`src/rtl/sprite_overlay_fader.sv`:
```
// Scaled palette sprite drawn at a frame-latched origin and alpha-blended over the
// background stream; alpha fades in, holds and fades out on frame ticks. Latency 3.
module sprite_overlay_fader #(
    parameter int IMG_W       = 80,
    parameter int IMG_H       = 45,
    parameter int IDX_W       = 2,
    parameter int SCALE_SHIFT = 3,
    parameter int TRANSP_EN   = 1,
    parameter int TRANSP_IDX  = 0,
    parameter int FADE_STEP   = 2,
    parameter int HOLD_FRAMES = 120,
    parameter int ADDR_W      = $clog2(IMG_W * IMG_H)
) (
    input  logic              vga_clk,
    input  logic              reset_n,
    input  logic [9:0]        DrawX,
    input  logic [9:0]        DrawY,
    input  logic              blank,
    input  logic              frame_tick,
    input  logic [9:0]        x0,
    input  logic [9:0]        y0,
    input  logic              show,
    input  logic              hide,
    input  logic [3:0]        bg_red,
    input  logic [3:0]        bg_green,
    input  logic [3:0]        bg_blue,
    output logic [ADDR_W-1:0] rom_addr,
    input  logic [IDX_W-1:0]  rom_q,
    output logic [IDX_W-1:0]  pal_index,
    input  logic [3:0]        pal_red,
    input  logic [3:0]        pal_green,
    input  logic [3:0]        pal_blue,
    output logic [3:0]        red,
    output logic [3:0]        green,
    output logic [3:0]        blue,
    output logic [4:0]        alpha,
    output logic              busy,
    output logic [1:0]        fsm_state
);

    localparam logic [1:0] S_IDLE     = 2'd0;
    localparam logic [1:0] S_FADE_IN  = 2'd1;
    localparam logic [1:0] S_HOLD     = 2'd2;
    localparam logic [1:0] S_FADE_OUT = 2'd3;

    localparam logic [1:0] REQ_NONE = 2'd0;
    localparam logic [1:0] REQ_SHOW = 2'd1;
    localparam logic [1:0] REQ_HIDE = 2'd2;

    localparam int STEP_W = (FADE_STEP > 1) ? $clog2(FADE_STEP) : 1;
    localparam int HOLD_W = (HOLD_FRAMES > 1) ? $clog2(HOLD_FRAMES) : 1;
    localparam logic [STEP_W-1:0] STEP_LAST = STEP_W'(FADE_STEP - 1);
    localparam logic [HOLD_W-1:0] HOLD_LAST = HOLD_W'(HOLD_FRAMES - 1);
    localparam logic [31:0] BOX_W = 32'(IMG_W) << SCALE_SHIFT;
    localparam logic [31:0] BOX_H = 32'(IMG_H) << SCALE_SHIFT;
    localparam logic [IDX_W-1:0] TRANSP_Q = IDX_W'(TRANSP_IDX);

    logic [1:0]        state;
    logic [1:0]        pending;
    logic [1:0]        req_eff;
    logic [STEP_W-1:0] step_cnt;
    logic [HOLD_W-1:0] hold_cnt;
    logic [9:0]        x0l, y0l;
    logic [9:0]        lx, ly;
    logic              in_box_c;
    logic [11:0]       bg1, bg2;
    logic              blank1, blank2, in_box1, in_box2;
    logic              show_bg;

    assign lx = DrawX - x0l;
    assign ly = DrawY - y0l;
    // Widened compares so the scaled sprite limits can exceed the 10-bit range.
    assign in_box_c = (DrawX >= x0l) && (DrawY >= y0l) &&
                      ({22'd0, lx} < BOX_W) && ({22'd0, ly} < BOX_H);

    always_ff @(posedge vga_clk or negedge reset_n) begin
        if (!reset_n) begin
            rom_addr <= '0;
            bg1      <= '0;
            bg2      <= '0;
            blank1   <= 1'b0;
            blank2   <= 1'b0;
            in_box1  <= 1'b0;
            in_box2  <= 1'b0;
        end else begin
            rom_addr <= in_box_c ? (ADDR_W'(lx >> SCALE_SHIFT) +
                                    ADDR_W'(ly >> SCALE_SHIFT) * ADDR_W'(IMG_W)) : '0;
            bg1      <= {bg_red, bg_green, bg_blue};
            blank1   <= blank;
            in_box1  <= in_box_c;
            bg2      <= bg1;
            blank2   <= blank1;
            in_box2  <= in_box1;
        end
    end

    assign pal_index = rom_q;
    assign show_bg = !in_box2 || (alpha == 5'd0) || ((TRANSP_EN != 0) && (rom_q == TRANSP_Q));

    function automatic logic [3:0] mix(input logic [3:0] p, input logic [3:0] b, input logic [4:0] a);
        logic [8:0] s;
        s = {5'd0, p} * {4'd0, a} + {5'd0, b} * (9'd16 - {4'd0, a});
        return 4'(s >> 4);
    endfunction

    always_ff @(posedge vga_clk or negedge reset_n) begin
        if (!reset_n) begin
            red   <= '0;
            green <= '0;
            blue  <= '0;
        end else if (!blank2) begin
            red   <= '0;
            green <= '0;
            blue  <= '0;
        end else if (show_bg) begin
            red   <= bg2[11:8];
            green <= bg2[7:4];
            blue  <= bg2[3:0];
        end else begin
            red   <= mix(pal_red,   bg2[11:8], alpha);
            green <= mix(pal_green, bg2[7:4],  alpha);
            blue  <= mix(pal_blue,  bg2[3:0],  alpha);
        end
    end

    // A request arriving on the tick cycle itself is acted on at that tick; hide beats show.
    assign req_eff = hide ? REQ_HIDE : (show ? REQ_SHOW : pending);

    always_ff @(posedge vga_clk or negedge reset_n) begin
        if (!reset_n) begin
            state    <= S_IDLE;
            pending  <= REQ_NONE;
            alpha    <= '0;
            step_cnt <= '0;
            hold_cnt <= '0;
            x0l      <= '0;
            y0l      <= '0;
        end else if (!frame_tick) begin
            pending <= req_eff;
        end else begin
            pending <= REQ_NONE;
            x0l     <= x0;
            y0l     <= y0;
            case (state)
                S_IDLE: begin
                    if (req_eff == REQ_SHOW) begin
                        state    <= S_FADE_IN;
                        step_cnt <= '0;
                    end
                end
                S_FADE_IN: begin
                    if (req_eff == REQ_HIDE) begin
                        state    <= S_FADE_OUT;
                        step_cnt <= '0;
                    end else if (alpha >= 5'd16) begin
                        state    <= S_HOLD;
                        hold_cnt <= '0;
                        step_cnt <= '0;
                    end else if (step_cnt == STEP_LAST) begin
                        step_cnt <= '0;
                        alpha    <= alpha + 5'd1;
                        if (alpha == 5'd15) begin
                            state    <= S_HOLD;
                            hold_cnt <= '0;
                        end
                    end else begin
                        step_cnt <= step_cnt + 1'b1;
                    end
                end
                S_HOLD: begin
                    if (req_eff == REQ_HIDE) begin
                        state    <= S_FADE_OUT;
                        step_cnt <= '0;
                    end else if (req_eff == REQ_SHOW) begin
                        hold_cnt <= '0;
                    end else begin
                        hold_cnt <= hold_cnt + 1'b1;
                        if ((HOLD_FRAMES != 0) && (hold_cnt == HOLD_LAST)) begin
                            state    <= S_FADE_OUT;
                            step_cnt <= '0;
                        end
                    end
                end
                default: begin
                    if (req_eff == REQ_SHOW) begin
                        state    <= S_FADE_IN;
                        step_cnt <= '0;
                    end else if (alpha == 5'd0) begin
                        state    <= S_IDLE;
                        step_cnt <= '0;
                    end else if (step_cnt == STEP_LAST) begin
                        step_cnt <= '0;
                        alpha    <= alpha - 5'd1;
                        if (alpha == 5'd1) state <= S_IDLE;
                    end else begin
                        step_cnt <= step_cnt + 1'b1;
                    end
                end
            endcase
        end
    end

    assign busy      = (state != S_IDLE);
    assign fsm_state = state;

endmodule

```
`config.mk`:
```
export PLATFORM = sky130hd
export DESIGN_NAME = sprite_overlay_fader
export DESIGN_NICKNAME = d
export VERILOG_FILES = /design/src/rtl/sprite_overlay_fader.sv
export SDC_FILE = /design/constraint.sdc
export NUM_CORES = 1
export LEC_CHECK = 0
export BUFFER_PORTS_ARGS = -buffer_cell sky130_fd_sc_hd__buf_2
export CAP_MARGIN = 10
export CORE_MARGIN = 2
export CORE_UTILIZATION = 64
export DETAILED_ROUTE_END_ITERATION = 10
export PLACE_DENSITY = 0.95
export SYNTH_ARGS = -nofsm -noshare
export SYNTH_HDL_FRONTEND = slang
export SYNTH_SLANG_ARGS = --single-unit
```
`constraint.sdc`:
```
create_clock -name vga_clk -period 13.95 [get_ports vga_clk]
set_input_delay 0.6975 -clock vga_clk [delete_from_list [all_inputs] [get_ports vga_clk]]
set_output_delay 0.6975 -clock vga_clk [all_outputs]
set_load 0.05 [all_outputs]
```
==> metrics <==
crit path buf inv count=4; GP Congestion=0.900; die area=13800 sq um; placed cell count=1122; CTS max path bufs=2; Seq/Total Area, Yosys=27.0%; synthesis-stage register bit count=89; YS warnings=0; synthesized area per cell=~9.5 sq um; ANT nets after route=0; via/cell ratio=about 5.7; maxcap violations=0; critical path's slowest cell=dfrtp_1; hold buffers post-CTS=0; Sink Count=89; CP max FO=28; post-CTS resize count=0; post-DR wirelength/cell=16.6 um; post-DP HPWL=~14 mm; worst-skew pair later-pin latency=0.36 ns; Root Buffer=clkbuf_16; GRT overflow=0; post-synthesis adder-cell area fraction=between 30 and 40%; Final nets=1191; TritonCTS clock tree=done; clk slew on worst S/H paths=0.07 ns; initial antenna violation count=3; Setup Buffers After CTS=0; Die W=118 um; Initial Util=65.4%; die height=118 um; layout filler cell count=866; minimum clock period=5.91 ns; Final Cell Area=9260 sq um; Placed Area=8910 sq um; ys flop type=dfrtp_1; CP Cell Sequence=nor3_1 -> xnor2_1 -> nand2_1 -> fa_1 -> fa_1 -> inv_1 -> fa_1 -> inv_1 -> fa_1 -> inv_1 -> ha_1 -> and4b_1 -> a31o_2 -> a21oi_1 -> inv_1 -> a21oi_1 -> xor2_1 -> o22ai_1; outcome=finished, final reports clean; Post-Synth XOR/XNOR Area=6.88%; share of flip-flops with an asynchronous set or reset=100%; endpoint class of the critical path=flip-flop; startpoint types=flip-flop; worst r2r path cells=18; final count of hold timing violations=0; mux cell area share after synthesis=1.89%; max-slew violations=0; kind of critical path=flip-flop to flip-flop; Post-Synth Simple-Gate Area=16.9%; Iteration-0 DRC Markers=545; relative slew slack=36.5%; Largest stage delay, worst path=~0.9 ns; worst hold path type=primary input to async pin; EDFF count, synth=0; Pre-antenna DRT Iters=5; core area=12600 sq um; final clock skew=0.00980 ns; crit path DAT=6.15 ns; Final Instance Count excl. Fillers=1140; CTS Buf Count=9; Top delay family on crit path=adder cells; first-pass GRT wire length=about 32 mm; via count=6470; worst slack, placed=8.17 ns; largest area contributor in the netlist=dfrtp_1; # rows=a little over 40; Required @ worst endpoint=14.19 ns; largest family of logic cells by synthesized area=adder cells; final WL=18.9 mm; synthesized area=just over 8000 sq um; synth top area cells=dfrtp_1 27%, fa_1 18%, ha_1 13%; synth unique cells=60; htree depth=3; Syn-to-layout area delta=12.2%; Net Count, Synth=1100; layout cell share with drive strength beyond 1=16.3%; RSZ-0062 raised after global routing=false; setup TNS=0 ns; final worst slack=8.04 ns; GR Util All Layers=28.7%; I/O Pins=106; top-area cell type share of the netlist area=between 20% and 30%; buffers added on ports=about 110; compound-cell area share of the yosys netlist=8.76%; final setup vio count=0; Max Clk Rate=169 MHz; WP depth=18; Slew @ Worst Pin=about 0.95 ns; Synth Instances=870; DRC viols=0; largest net degree at the start of global routing=66; vias in the first global route=~6800; final cycle utilization of the critical path=42.4%
[cell type report]
| class | count | area (sq um) | share of cell area, % |
|---|---|---|---|
| inverter | 142 | 533 | 5.75 |
| timing repair buffer | 109 | 558 | 6.02 |
| tap | 172 | 215 | 2.32 |
| clock buffer | 9 | 225 | 2.43 |
| clock inverter | 7 | 125 | 1.35 |
| antenna | 2 | 5.00 | 0.0540 |
| multi-input combinational | 610 | 5380 | 58.0 |
| sequential | 89 | 2230 | 24.0 |
[flip-flops by register name (all words and copies together) (netlist names), 2 cells and up]
signal and flops:
red 4, y0l 10, x0l 10, green 4, fsm_state 2, blue 4, pending 2, rom_addr 12
bg2 12, bg1 12, hold_cnt 7, alpha 5
[stage by stage]
stage / hold WS, ns / utilization, %
5_1_grt: 0.268 / 73.4
3_3_place_gp: 0.332 / 70.6
2_1_floorplan: 0.331 / -
4_1_cts: 0.256 / 73.4
6_report: 0.245 / 73.4
3_5_place_dp: 0.336 / 70.6
[kinds of logic after synthesis]
group,after synthesis
AND/OR/NAND/NOR,260
buffers and inverters,171
adder cells (fa/ha/maj),158
AO/OA/AOI/OAI,113
flip-flops,89
XOR/XNOR,64
multiplexers,15
[path summary, 6_finish.rpt]
kind                           from       end  slack [ns]
max                        alpha[0]  green[2]        8.04
min                         reset_n  green[0]        0.25
max reg2reg                alpha[0]  green[2]        8.04
min reg2reg                  bg1[5]    bg2[5]        0.34
max in group asynchronous   reset_n    y0l[2]       12.59
min in group vga_clk         bg1[5]    bg2[5]        0.34
[routing by layer]
layer | track usage, % | share of wire [%] | vias to the layer above
met5 | 0 | 0 | -
met4 | 15.0 | 3.5 | 0
met3 | 4.26 | 6.1 | 51
met2 | 49.0 | 51 | 268
met1 | 35.4 | 40 | 3200
li1 | - | - | 2951
[cells in the mapped netlist (2+ instances only)]
cell,number
o21a_1,6
a211o_1,3
nand3_1,7
clkbuf_1,21
and2_1,66
a21o_1,6
o22ai_1,4
a31o_2,3
buf_4,2
mux2_2,5
o31ai_1,3
nand2b_1,10
a31oi_1,3
nor3_1,7
dfrtp_1,89
xor2_1,20
nor3b_1,6
o21ai_0,42
nand4_1,7
and4b_1,2
inv_1,142
nor3_2,9
nor2_1,21
a21oi_1,26
and3_1,4
ha_1,85
xnor2_1,43
o21ai_1,2
nand2_1,93
nor2b_1,18
mux2i_1,10
buf_2,4
or2b_2,2
fa_1,73
[cell usage in the layout (no fill, tap or decap), drive strengths merged, types with 2 or more instances in the layout]
master   count
nor2b       19
nand2       93
mux2i       10
diode        2
and2        67
o21ai       44
a21oi       26
a31o         3
nor3        16
o21a         7
xor2        20
bufinv       3
mux2         5
nor2        21
o2111ai      2
or3          2
dfrtp       89
xnor2       44
or2b         2
nand4        7
a31oi        4
inv        144
nor3b        6
clkbuf       9
clkinv       2
fa          73
a211o        3
o22ai        4
nand3        7
and3         4
buf        109
ha          85
nand2b      11
a21o         7
and4b        2
o31ai        3
[worst register-to-register path: stages (launching register included)]
cell and delay, ns:
dfrtp_1 0.92, nor3_1 0.17, xnor2_1 0.79, nand2_1 0.18, fa_1 0.53, fa_1 0.49
inv_1 0.05, fa_1 0.53, inv_1 0.06, fa_1 0.54, inv_1 0.05, ha_1 0.27
and4b_1 0.18, a31o_2 0.26, a21oi_1 0.27, inv_1 0.07, a21oi_1 0.17, xor2_1 0.17
o22ai_1 0.09
Power is left out: the tool's default activity adds up to more than one toggle a clock period on the data nets, which glitch-free logic cannot reach.
